==> src/rtl/vram_write_scheduler.sv <==
// Single write port arbiter for the 32x32 video memory: CPU cell writes always win,
// and a rectangle-fill engine uses every cycle the CPU leaves free.
module vram_write_scheduler #(
    parameter int COLOR_W = 3,
    parameter int COORD_W = 5
) (
    input  logic                   Clock,
    input  logic                   Reset,
    input  logic                   iCpuWrite,
    input  logic [2*COORD_W-1:0]   iCpuAddr,
    input  logic [COLOR_W-1:0]     iCpuColor,
    input  logic                   iFillStart,
    input  logic [COORD_W-1:0]     iFillX0,
    input  logic [COORD_W-1:0]     iFillY0,
    input  logic [COORD_W-1:0]     iFillX1,
    input  logic [COORD_W-1:0]     iFillY1,
    input  logic [COLOR_W-1:0]     iFillColor,
    input  logic                   iFillAbort,
    output logic                   oVmWrite,
    output logic [2*COORD_W-1:0]   oVmAddr,
    output logic [COLOR_W-1:0]     oVmData,
    output logic                   oFillBusy,
    output logic                   oFillDone,
    output logic                   oFillReject
);

    typedef enum logic [1:0] {S_IDLE, S_FILL, S_DONE} state_t;

    state_t                 state_q, state_d;
    logic [COORD_W-1:0]     cx_q, cx_d, cy_q, cy_d;
    logic [COORD_W-1:0]     x0_q, x0_d, x1_q, x1_d, y1_q, y1_d;
    logic [COLOR_W-1:0]     color_q, color_d;
    logic                   vm_write_q, vm_write_d;
    logic [2*COORD_W-1:0]   vm_addr_q, vm_addr_d;
    logic [COLOR_W-1:0]     vm_data_q, vm_data_d;
    logic                   busy_q, busy_d;
    logic                   done_q, done_d;
    logic                   reject_q, reject_d;

    logic start_ok, rect_ok, fill_issue, fill_last;

    // A start is only considered while fully idle, including the cycle the done pulse is visible.
    assign start_ok   = (state_q == S_IDLE) && !busy_q && iFillStart && !iFillAbort;
    assign rect_ok    = (iFillX0 <= iFillX1) && (iFillY0 <= iFillY1);
    assign fill_issue = (state_q == S_FILL) && !iCpuWrite && !iFillAbort;
    assign fill_last  = (cx_q == x1_q) && (cy_q == y1_q);

    always_ff @(posedge Clock or negedge Reset) begin
        if (!Reset) begin
            state_q    <= S_IDLE;
            cx_q       <= '0;
            cy_q       <= '0;
            x0_q       <= '0;
            x1_q       <= '0;
            y1_q       <= '0;
            color_q    <= '0;
            vm_write_q <= 1'b0;
            vm_addr_q  <= '0;
            vm_data_q  <= '0;
            busy_q     <= 1'b0;
            done_q     <= 1'b0;
            reject_q   <= 1'b0;
        end else begin
            state_q    <= state_d;
            cx_q       <= cx_d;
            cy_q       <= cy_d;
            x0_q       <= x0_d;
            x1_q       <= x1_d;
            y1_q       <= y1_d;
            color_q    <= color_d;
            vm_write_q <= vm_write_d;
            vm_addr_q  <= vm_addr_d;
            vm_data_q  <= vm_data_d;
            busy_q     <= busy_d;
            done_q     <= done_d;
            reject_q   <= reject_d;
        end
    end

    always_comb begin
        state_d = state_q;
        case (state_q)
            S_IDLE: begin
                if (start_ok && rect_ok) state_d = S_FILL;
            end
            S_FILL: begin
                if (iFillAbort)                   state_d = S_IDLE;
                else if (fill_issue && fill_last) state_d = S_DONE;
            end
            S_DONE:  state_d = S_IDLE;
            default: state_d = S_IDLE;
        endcase
    end

    // Cursor walks row-major; equality compares keep X1/Y1 at the top coordinate from wrapping.
    always_comb begin
        cx_d    = cx_q;
        cy_d    = cy_q;
        x0_d    = x0_q;
        x1_d    = x1_q;
        y1_d    = y1_q;
        color_d = color_q;
        if (start_ok && rect_ok) begin
            cx_d    = iFillX0;
            cy_d    = iFillY0;
            x0_d    = iFillX0;
            x1_d    = iFillX1;
            y1_d    = iFillY1;
            color_d = iFillColor;
        end else if (fill_issue) begin
            if (cx_q != x1_q) begin
                cx_d = cx_q + 1'b1;
            end else if (cy_q != y1_q) begin
                cx_d = x0_q;
                cy_d = cy_q + 1'b1;
            end
        end
    end

    always_comb begin
        vm_write_d = iCpuWrite || fill_issue;
        vm_addr_d  = iCpuWrite ? iCpuAddr  : {cy_q, cx_q};
        vm_data_d  = iCpuWrite ? iCpuColor : color_q;
        done_d     = (state_q == S_DONE) && !iFillAbort;
        reject_d   = start_ok && !rect_ok;
        // Busy stays up through the visible done pulse so both fall together.
        busy_d     = (state_d != S_IDLE) || done_d;
    end

    assign oVmWrite    = vm_write_q;
    assign oVmAddr     = vm_addr_q;
    assign oVmData     = vm_data_q;
    assign oFillBusy   = busy_q;
    assign oFillDone   = done_q;
    assign oFillReject = reject_q;

endmodule

==> config.mk <==
export PLATFORM = sky130hd
export DESIGN_NAME = vram_write_scheduler
export DESIGN_NICKNAME = d
export VERILOG_FILES = /design/src/rtl/vram_write_scheduler.sv
export SDC_FILE = /design/constraint.sdc
export NUM_CORES = 1
export LEC_CHECK = 0
export BUFFER_PORTS_ARGS = -buffer_cell sky130_fd_sc_hd__buf_2
export CAP_MARGIN = 20
export CORE_MARGIN = 2
export CORE_UTILIZATION = 48
export CTS_CLUSTER_SIZE = 40
export DETAILED_ROUTE_END_ITERATION = 8
export PLACE_DENSITY = 0.82
export SYNTH_ARGS = -nofsm -noshare
export SYNTH_HDL_FRONTEND = slang
export SYNTH_SLANG_ARGS = --single-unit
export TNS_END_PERCENT = 5
==> constraint.sdc <==
create_clock -name Clock -period 2 [get_ports Clock]
set_clock_uncertainty 0.15 [all_clocks]
set_input_delay 0.4 -clock Clock [delete_from_list [all_inputs] [get_ports Clock]]
set_output_delay 0.4 -clock Clock [all_outputs]
set_load 0.03 [all_outputs]
==> results of run 1 <==
## cells in the mapped netlist, drive strengths merged, types with 3 or more instances
library cell / number
o211ai: 8
mux2: 14
buf: 4
clkbuf: 5
nand3: 16
dfrtp: 47
inv: 16
a21oi: 3
nand2: 13
o311ai: 4
nor3: 3
a32oi: 4
ha: 12
xor2: 5
o21ai: 35
nor2: 8
xnor2: 9
and2: 6
## through the flow
step | area [um^2] | setup TNS [ns] | instances
after floorplan | 2530 | -0.539 | 238
after detailed placement | 3200 | -4.99 | 398
after global routing | 3430 | -0.502 | 411
after global placement | 3200 | -3.22 | 398
final | 3430 | -0.0558 | 411
after CTS | 3310 | 0 | 407
## final timing paths
check	start	endpoint	cells past startpoint
worst max-delay path	iFillY0[4]	cx_q[1]$_DFFE_PN0P_	8
worst min-delay path	iCpuAddr[4]	oVmAddr[4]$_DFF_PN0_	3
worst max register to register	cy_q[0]$_DFFE_PN0P_	cx_q[1]$_DFFE_PN0P_	5
worst min register to register	state_q[0]$_DFF_PN0_	oFillDone$_DFF_PN0_	1
max in group asynchronous	Reset	oVmAddr[0]$_DFF_PN0_	3
min in group asynchronous	Reset	cy_q[0]$_DFFE_PN0P_	2
## power groups by stage
stage               Clock [mW]  Combinational (mW)  Sequential [mW]
finish                   0.622                1.64             1.48
global route             0.667                1.79             1.53
CTS                      0.637                1.53             1.48
detailed placement           0                1.51             1.50
global placement             0                1.46             1.48
floorplan                    0               0.786             1.63
## kinds of logic after synthesis
logic type,after synthesis
AOI/OAI and AO/OA,68
and+or+nand+nor,58
DFF,47
buffers and inverters,25
xor gates and xnor gates,14
muxes,14
adders and majority gates,12
## worst min-delay path, stage by stage
cell	delay, ns
buf_2	0.07
nand2_1	0.04
o21ai_0	0.06
## area by class of cell
type	count	area [um^2]
clock buffer	8	100
fill	394	1580
inverter	16	77.6
multi-input combinational	166	1280
sequential	47	1180
tap	70	87.6
timing repair buffer	104	704
## layer usage
metal / wire length, um / up-vias
met3: 355 / 15
met1: 2750 / 1075
met2: 3170 / 95
met4: 127 / 0
li1: - / 1072
met5: 0 / -
## state kept, by name, indices dropped and copies added, names as in the netlist
signal	cells
color_q	3
oVmWrite	1
state_q	2
oVmAddr	10
y1_q	5
oFillBusy	1
oVmData	3
cy_q	5
cx_q	5
oFillDone	1
x0_q	5
x1_q	5
oFillReject	1
## repair_timing
action / CTS / global route
pin swaps: 1 / 3
endpoints found under the hold margin: 17 / 0
hold buffers: 1 / 0
resized for setup: 0 / 27
gates cloned: 0 / 1
setup buffers: 0 / 3
endpoints found under the setup margin: 4 / 15
==> impl_metrics.toml, run 1 <==
[yosys]
synthTopCellsByArea = "dfrtp_1, o21ai_0, mux2_2, ha_1, nand3_1"
syn_nets = 291
synth_top_family_by_area = "compound AO/OA/AOI/OAI gates"
synth_area_leader_cell = "dfrtp_1"
synthXorXnorAreaFrac_pct = 4.99
synth-simple-area-share_pct = 12.7
ys.warnings.count = 0
netlist_instances = 238
synth-adder-area-share_pct = 6.11
avgSynthCellArea_um2 = 10.3
ys.flop_type = "dfrtp_1"
syn_area_um2 = 2460
ys_types = 44
synth_edf_count = 0
synth_seq_cells = 47
synth_top_area_share_pct = 47.8
synth_compound_area_share_pct = 17.8
seq_area_frac_synth_pct = 47.8
synth_mux_area_share_pct = 6.41
async_flop_share_pct = 100

[global_route]
met2_usage_pct = 39.8
grt_antenna_before_repair = 0
grt_max_degree = 31
grt-busiest-layer = "met2"
grt_overflow = 0
met3_usage_pct = 3.70
met1_usage_pct = 29.4
grtUsageTotal_pct = 23.3
grt_first_pass_wirelength_um = 10100
grt_pass1_vias = 2246

[worst_setup_path]
cp.arrival_ns = 2.08
cp_slowest_stage_delay_ns = 0.35
crit_buf_inv = 3
crit_required_ns = 2.02
crit_type = "input pin to flip-flop"
crit_path_end_kind = "flip-flop"
cp_max_fo = 5
start_kind = "input pin"
regToRegSetupSlack_ns = 0.05
critPathSlowestCell = "o311ai_0"
crit_family = "compound AO/OA/AOI/OAI gates"
cp_cell_sequence = "buf_2 > ha_1 > and2_1 > buf_4 > a32oi_4 > nor2_4 > clkbuf_16 > o311ai_0"

[pwr]
p_per_area_nw_per_um2 = 1090
power_frac_comb_pct = 43.7
p_clk_share_pct = 16.6
power_frac_seq_pct = 39.7
p_sw_mw = 1.41
p_leak_nw = 1.62
power_mw = 3.74
p_int_mw = 2.34
irDropWorstVdd_mv = 0.514
sw_frac_of_total_pct = 37.6

[detailed_routing]
vias = 2257
first_pass_iters = 4
drtIter0Drc = 220
vias_per_cell = 5.49
drt-total-wl_um = 6410
drt-wirelength-per-cell_um = 15.6
final_antenna_net_count = 0
drc_errors = 0

[cells_and_area]
area_delta_synth_final_pct = 39.5
fin_nets = 393
antenna_cells = 0
final_cell_mix = "buf_2, dfrtp_1, buf_4"
final_core_util_pct = 68.5
layout_commonest_cell = "buf_2"
drive_above_1_share_pct = 41.6

[placement]
numPortBuffers = 57
dp_slack_ns = -0.325
hpwl_um = 4720
place.gp.congestion = 0.914

[timing]
fmax_ghz = 0.486
post-route-min-period_ns = 2.06
rsz0062_at_grt = "yes"
whs_ns = 0.156
hold_viol = 0
slew_headroom_pct = 70.9
final-max-slew-violation-count = 0
setup_viol = 1
tightestPinTransition_ns = 0.437
timing.final.ws_setup_ns = -0.0558
final.period_utilization_pct = 103

[clocking]
cts-root-buf = "clkbuf_8"
h-tree-depth = 2
clkLatencyLatePin_ns = 0.30
cts_sinks = 47
cts_buffer_depth = 2
clk_pin_slew_ns = 0.08
tritoncts = "done"
numCtsBuffers = 5

[outcome]
outcome = "complete, but fails checks"
violations = "negative setup slack"

[die]
chipHeight_um = 75.6
initial_core_util_pct = 49.1
dieArea_um2 = 5710
rows = 26
io_pins = 58
die_w_um = 75.6
coreArea_um2 = 5010

[min_path]
min_path_type = "input pin to flip-flop"

[job]
max_cap_viol_count = 0
(Power assumes the default switching activity.)
==> run 2: changes to the inputs <==
==> config.mk (replaced) <==
export PLATFORM = sky130hd
export DESIGN_NAME = vram_write_scheduler
export DESIGN_NICKNAME = d
export VERILOG_FILES = /design/src/rtl/vram_write_scheduler.sv
export SDC_FILE = /design/constraint.sdc
export NUM_CORES = 1
export LEC_CHECK = 0
export ABC_AREA = 1
export BUFFER_PORTS_ARGS = -buffer_cell sky130_fd_sc_hd__buf_4
export CAP_MARGIN = 20
export CORE_MARGIN = 2
export CORE_UTILIZATION = 50
export CTS_BUF_LIST = sky130_fd_sc_hd__clkbuf_8
export CTS_CLUSTER_SIZE = 40
export DETAILED_ROUTE_END_ITERATION = 8
export PLACE_DENSITY = 0.85
export SYNTH_ARGS = -nofsm -noshare
export SYNTH_HDL_FRONTEND = slang
export SYNTH_SLANG_ARGS = --single-unit
export TNS_END_PERCENT = 5
==> impl_metrics.toml, run 2 <==
[timing]
slew_headroom_pct = 60.7
whs_ns = 0.147
hold_viol = 0
fin_setup_tns_ns = 0
fmax_ghz = 0.548
rsz0062_at_grt = "no"
tightestPinTransition_ns = 0.589
setup_viol = 0
final.period_utilization_pct = 91.2
final-max-slew-violation-count = 0
post-route-min-period_ns = 1.82

[worst_setup_path]
crit_buf_inv = 2
crit_required_ns = 2.09
cp_slowest_stage_delay_ns = 0.31
crit_path_end_kind = "flip-flop"
cp_cell_sequence = "buf_4 > ha_1 > nand2_1 > nor2_1 > nand2_1 > nand3_1 > nand2_1 > nand3_2 > inv_2 > nand2_1 > nand3_1"
critPathSlowestCell = "ha_1"
crit_type = "input pin to flip-flop"
crit_family = "simple AND/OR/NAND/NOR gates"
start_kind = "input pin"
cp.arrival_ns = 1.91
cp_common_cell = "nand2_1"
cp_max_fo = 21

[cells_and_area]
final_cell_mix = "nand2_1, buf_4, dfrtp_1"
multi_input_area_um2 = 1130
layout_commonest_cell = "nand2_1"
register_area_um2 = 1180
antenna_cells = 0
n_fill_cell = 387
fin_nets = 437
drive_above_1_share_pct = 22.4
design_area_um2 = 3140
largest_reg_flops = 10
area_delta_synth_final_pct = 24.1

[yosys]
synthTopCellsByArea = "dfrtp_1, nand2_1, inv_1, ha_1, nand3_1"
synthTopCellsByCount = "nand2_1, dfrtp_1, inv_1"
syn_area_um2 = 2530
synth_edf_count = 0
synth_top_area_share_pct = 46.5
async_flop_share_pct = 100
ys.flop_type = "dfrtp_1"
avgSynthCellArea_um2 = 7.80
syn_nets = 377
synth_area_leader_cell = "dfrtp_1"
netlist_instances = 324
yosysMostFrequentCell = "nand2_1"
seq_area_frac_synth_pct = 46.5
ys.warnings.count = 0
synth_seq_cells = 47
ys_types = 26

[die]
die_w_um = 75.1
chipHeight_um = 75.1
coreArea_um2 = 4790
dieArea_um2 = 5640
io_pins = 58
rows = 25
initial_core_util_pct = 52.8

[placement]
place.gp.congestion = 0.816
numPortBuffers = 57
dpl_cell_area_um2 = 3020
hpwl_um = 4080

[pwr]
p_leak_nw = 1.72
power_frac_seq_pct = 42.5
p_per_area_nw_per_um2 = 1100
p_int_mw = 2.12
sw_frac_of_total_pct = 38.5
p_sw_mw = 1.32
power_frac_comb_pct = 37.8
power_mw = 3.44
irDropWorstVdd_mv = 0.507
p_clk_share_pct = 19.6

[job]
max_cap_viol_count = 0

[clocking]
clkLatencyLatePin_ns = 0.30
cts-root-buf = "clkbuf_8"
cts_hold_buf = 1
tritoncts = "done"
clk_pin_slew_ns = 0.09
numCtsBuffers = 5
cts_sinks = 47
h-tree-depth = 2
ctsResizeCount = 0
post_cts_buffers = 0
cts_buffer_depth = 2

[detailed_routing]
drtIter0Drc = 160
drt-total-wl_um = 5420
vias_per_cell = 4.89
first_pass_iters = 4
drt-wirelength-per-cell_um = 12.0
drc_errors = 0
final_antenna_net_count = 0
vias = 2205

[global_route]
grt_first_pass_wirelength_um = 9130
grtUsageTotal_pct = 20.9
grt_max_degree = 48
grt_antenna_before_repair = 0
grt_pass1_vias = 2152
grt_overflow = 0

[outcome]
outcome = "finished clean"

[min_path]
min_path_type = "input pin to flip-flop"
==> run 2: kinds of logic after synthesis <==
logic type      synth area share [%]
buf+inv                         8.96
flops                           46.5
simple gates                    29.6
xor+xnor                        2.77
compound gates                  6.23
fa+ha+maj                       5.94
==> run 2: worst paths after layout <==
path | slack (ns) | depth (start not counted) | end | from
setup / recovery | 0.18 | 11 | cx_q[0]$_DFFE_PN0P_ | iFillX0[4]
hold / removal | 0.15 | 2 | oFillDone$_DFF_PN0_ | iFillAbort
setup reg to reg | 0.29 | 7 | cx_q[0]$_DFFE_PN0P_ | state_q[0]$_DFF_PN0_
hold reg to reg | 0.33 | 2 | oVmData[1]$_DFF_PN0_ | color_q[1]$_DFFE_PN0P_
max in group asynchronous | 0.80 | 2 | oVmAddr[3]$_DFF_PN0_ | Reset
min in group asynchronous | 0.49 | 2 | cy_q[1]$_DFFE_PN0P_ | Reset
==> run 2: final cells by class <==
cell class                 count  share of cell area, %
tap                           67                   2.67
clock inverter                 2                   1.20
inverter                      47                   5.66
sequential                    47                   37.5
clock buffer                   5                   2.19
timing repair buffer          62                   14.9
multi-input combinational    221                   35.9
==> run 2: layer usage <==
layer | up-vias | GRT usage, % | part of all wire [%] | wire length (um)
li1 | 1123 | - | - | -
met1 | 1010 | 28.4 | 46 | 2490
met2 | 66 | 33.5 | 47 | 2560
met3 | 6 | 3.75 | 5.6 | 304
met4 | 0 | 7.54 | 1.1 | 62
met5 | - | 0 | 0 | 0
==> run 2: power by group through the flow <==
stage	Clock, mW	Sequential [mW]	Combinational, mW
after CTS	0.679	1.46	1.31
final	0.676	1.46	1.30
after global routing	0.721	1.50	1.49
after global placement	0	1.46	1.24
after floorplan	0	1.54	0.841
after detailed placement	0	1.48	1.29
==> run 2: worst reg2reg max path, stage by stage, from the launching register on <==
cell and delay [ns]:
dfrtp_1 0.41, inv_1 0.06, nand3b_1 0.09, nor3_2 0.24, nand3_2 0.16, inv_2 0.28, nand2_1 0.15, nand3_1 0.12
==> run 2: per-stage QoR <==
step | util [%] | cells | setup slack, ns
floorplan | - | 324 | 0.228
global placement | 63.1 | 443 | 0.0186
detailed placement | 63.1 | 443 | -0.107
CTS | 65.6 | 451 | 0.198
global route | 65.6 | 451 | 0.0741
finish | 65.6 | 451 | 0.175
==> run 3: changes to the inputs <==
--- a/config.mk
+++ b/config.mk
@@ -5,13 +5,12 @@
 export SDC_FILE = /design/constraint.sdc
 export NUM_CORES = 1
 export LEC_CHECK = 0
-export ABC_AREA = 1
 export BUFFER_PORTS_ARGS = -buffer_cell sky130_fd_sc_hd__buf_4
 export CAP_MARGIN = 20
 export CORE_MARGIN = 2
 export CORE_UTILIZATION = 50
 export CTS_BUF_LIST = sky130_fd_sc_hd__clkbuf_8
-export CTS_CLUSTER_SIZE = 40
+export CTS_CLUSTER_SIZE = 25
 export DETAILED_ROUTE_END_ITERATION = 8
 export PLACE_DENSITY = 0.85
 export SYNTH_ARGS = -nofsm -noshare
==> impl_metrics.toml, run 3 (same netlist as run 1, synthesis figures left out) <==
[clocking]
tritoncts = "done"
clkLatencyLatePin_ns = 0.30
cts_sinks = 47
clk_pin_slew_ns = 0.09
numCtsBuffers = 5
cts-root-buf = "clkbuf_8"
h-tree-depth = 2
cts_buffer_depth = 2
post_cts_buffers = 0

[global_route]
grtUsageTotal_pct = 23.6
grt_antenna_before_repair = 0
grt_pass1_vias = 2166
grt_overflow = 0
grt_max_degree = 48
grt_first_pass_wirelength_um = 9910

[detailed_routing]
drtIter0Drc = 142
drt-wirelength-per-cell_um = 15.2
first_pass_iters = 4
vias = 2203
drc_errors = 0
vias_per_cell = 5.48
final_antenna_net_count = 0
drt-total-wl_um = 6130

[cells_and_area]
final_cell_mix = "buf_4, dfrtp_1, o21ai_0"
fin_nets = 387
layout_commonest_cell = "buf_4"
n_fill_cell = 331
final_cells = 402
antenna_cells = 0
drive_above_1_share_pct = 43.0
area_delta_synth_final_pct = 41.8
largest_reg_flops = 10

[timing]
hold_viol = 0
timing.final.ws_setup_ns = 0.0537
fin_setup_tns_ns = 0
final-max-slew-violation-count = 0
rsz0062_at_grt = "yes"
setup_viol = 0
final.period_utilization_pct = 97.3
post-route-min-period_ns = 1.95
tightestPinTransition_ns = 0.562
fmax_ghz = 0.514
slew_headroom_pct = 62.6

[die]
dieArea_um2 = 5490
io_pins = 58
die_w_um = 74.1
rows = 25
coreArea_um2 = 4720
initial_core_util_pct = 52.1
chipHeight_um = 74.1

[placement]
dp_slack_ns = -0.314
hpwl_um = 4640
numPortBuffers = 57
place.gp.congestion = 0.887
placedCellCount = 393

[worst_setup_path]
start_kind = "flip-flop"
crit_path_end_kind = "flip-flop"
cp.arrival_ns = 2.01
crit_type = "flip-flop to flip-flop"
reg2reg_depth = 6
crit_required_ns = 2.06
cp_max_fo = 5

[job]
max_cap_viol_count = 0

[min_path]
min_path_type = "input pin to flip-flop"
hold_depth = 2

[pwr]
p_leak_nw = 1.63
p_per_area_nw_per_um2 = 1090
irDropWorstVdd_mv = 0.470

[outcome]
outcome = "finished clean"
==> run 3: critical path: stages, from the launching register on <==
cell and delay [ns]:
dfrtp_1 0.42, xnor2_2 0.20, nand3_2 0.14, a211o_1 0.36
buf_4 0.17, or3_1 0.31, o211ai_1 0.11
==> run 3: final cells by class <==
cell class / instances / area [um^2] / area share (%)
clock inverter: 3 / 20.0 / 0.574
tap: 67 / 83.8 / 2.40
clock buffer: 5 / 68.8 / 1.97
multi-input combinational: 166 / 1310 / 37.5
sequential: 47 / 1180 / 33.7
timing repair buffer: 98 / 754 / 21.6
inverter: 16 / 77.6 / 2.22
==> run 3: timing repair <==
action / CTS / global route
hold buffers: 1 / 0
hold endpoints to repair: 47 / 0
endpoints found under the setup margin: 0 / 13
resized for setup: 0 / 18
==> run 3: routing by layer <==
layer  share of wire (%)  track usage (%)
met5                   0                0
met2                  50             40.5
met1                  42             30.7
met4                 1.6             8.48
met3                 6.4             3.12
==> run 3: final timing paths <==
| check | to | slack [ns] | start |
|---|---|---|---|
| worst max-delay path | cy_q[0]$_DFFE_PN0P_ | 0.05 | x1_q[3]$_DFFE_PN0P_ |
| worst min register to register | oFillDone$_DFF_PN0_ | 0.36 | state_q[0]$_DFF_PN0_ |
| max in group asynchronous | cy_q[0]$_DFFE_PN0P_ | 0.84 | Reset |
| worst min-delay path | oFillDone$_DFF_PN0_ | 0.13 | iFillAbort |
| worst max register to register | cy_q[0]$_DFFE_PN0P_ | 0.05 | x1_q[3]$_DFFE_PN0P_ |
| min in group asynchronous | oVmAddr[9]$_DFF_PN0_ | 0.49 | Reset |
==> run 3: power by group <==
group | internal, mW | switching [mW]
Combinational | 0.834 | 0.899
Clock | 0.243 | 0.323
Sequential | 1.27 | 0.226
Total | 2.35 | 1.45
==> run 3: through the flow <==
| step | area, um^2 | power, mW | utilization [%] | hold WS (ns) |
|---|---|---|---|---|
| 6_report | 3490 | 3.79 | 73.8 | 0.131 |
| 5_1_grt | 3490 | 4.02 | 73.8 | 0.139 |
| 4_1_cts | 3410 | 3.64 | 72.2 | 0.130 |
| 3_5_place_dp | 3310 | 3.08 | 70.1 | 0.285 |
| 3_3_place_gp | 3310 | 3.01 | 70.1 | 0.286 |
| 2_1_floorplan | 2530 | 2.42 | - | -0.0456 |
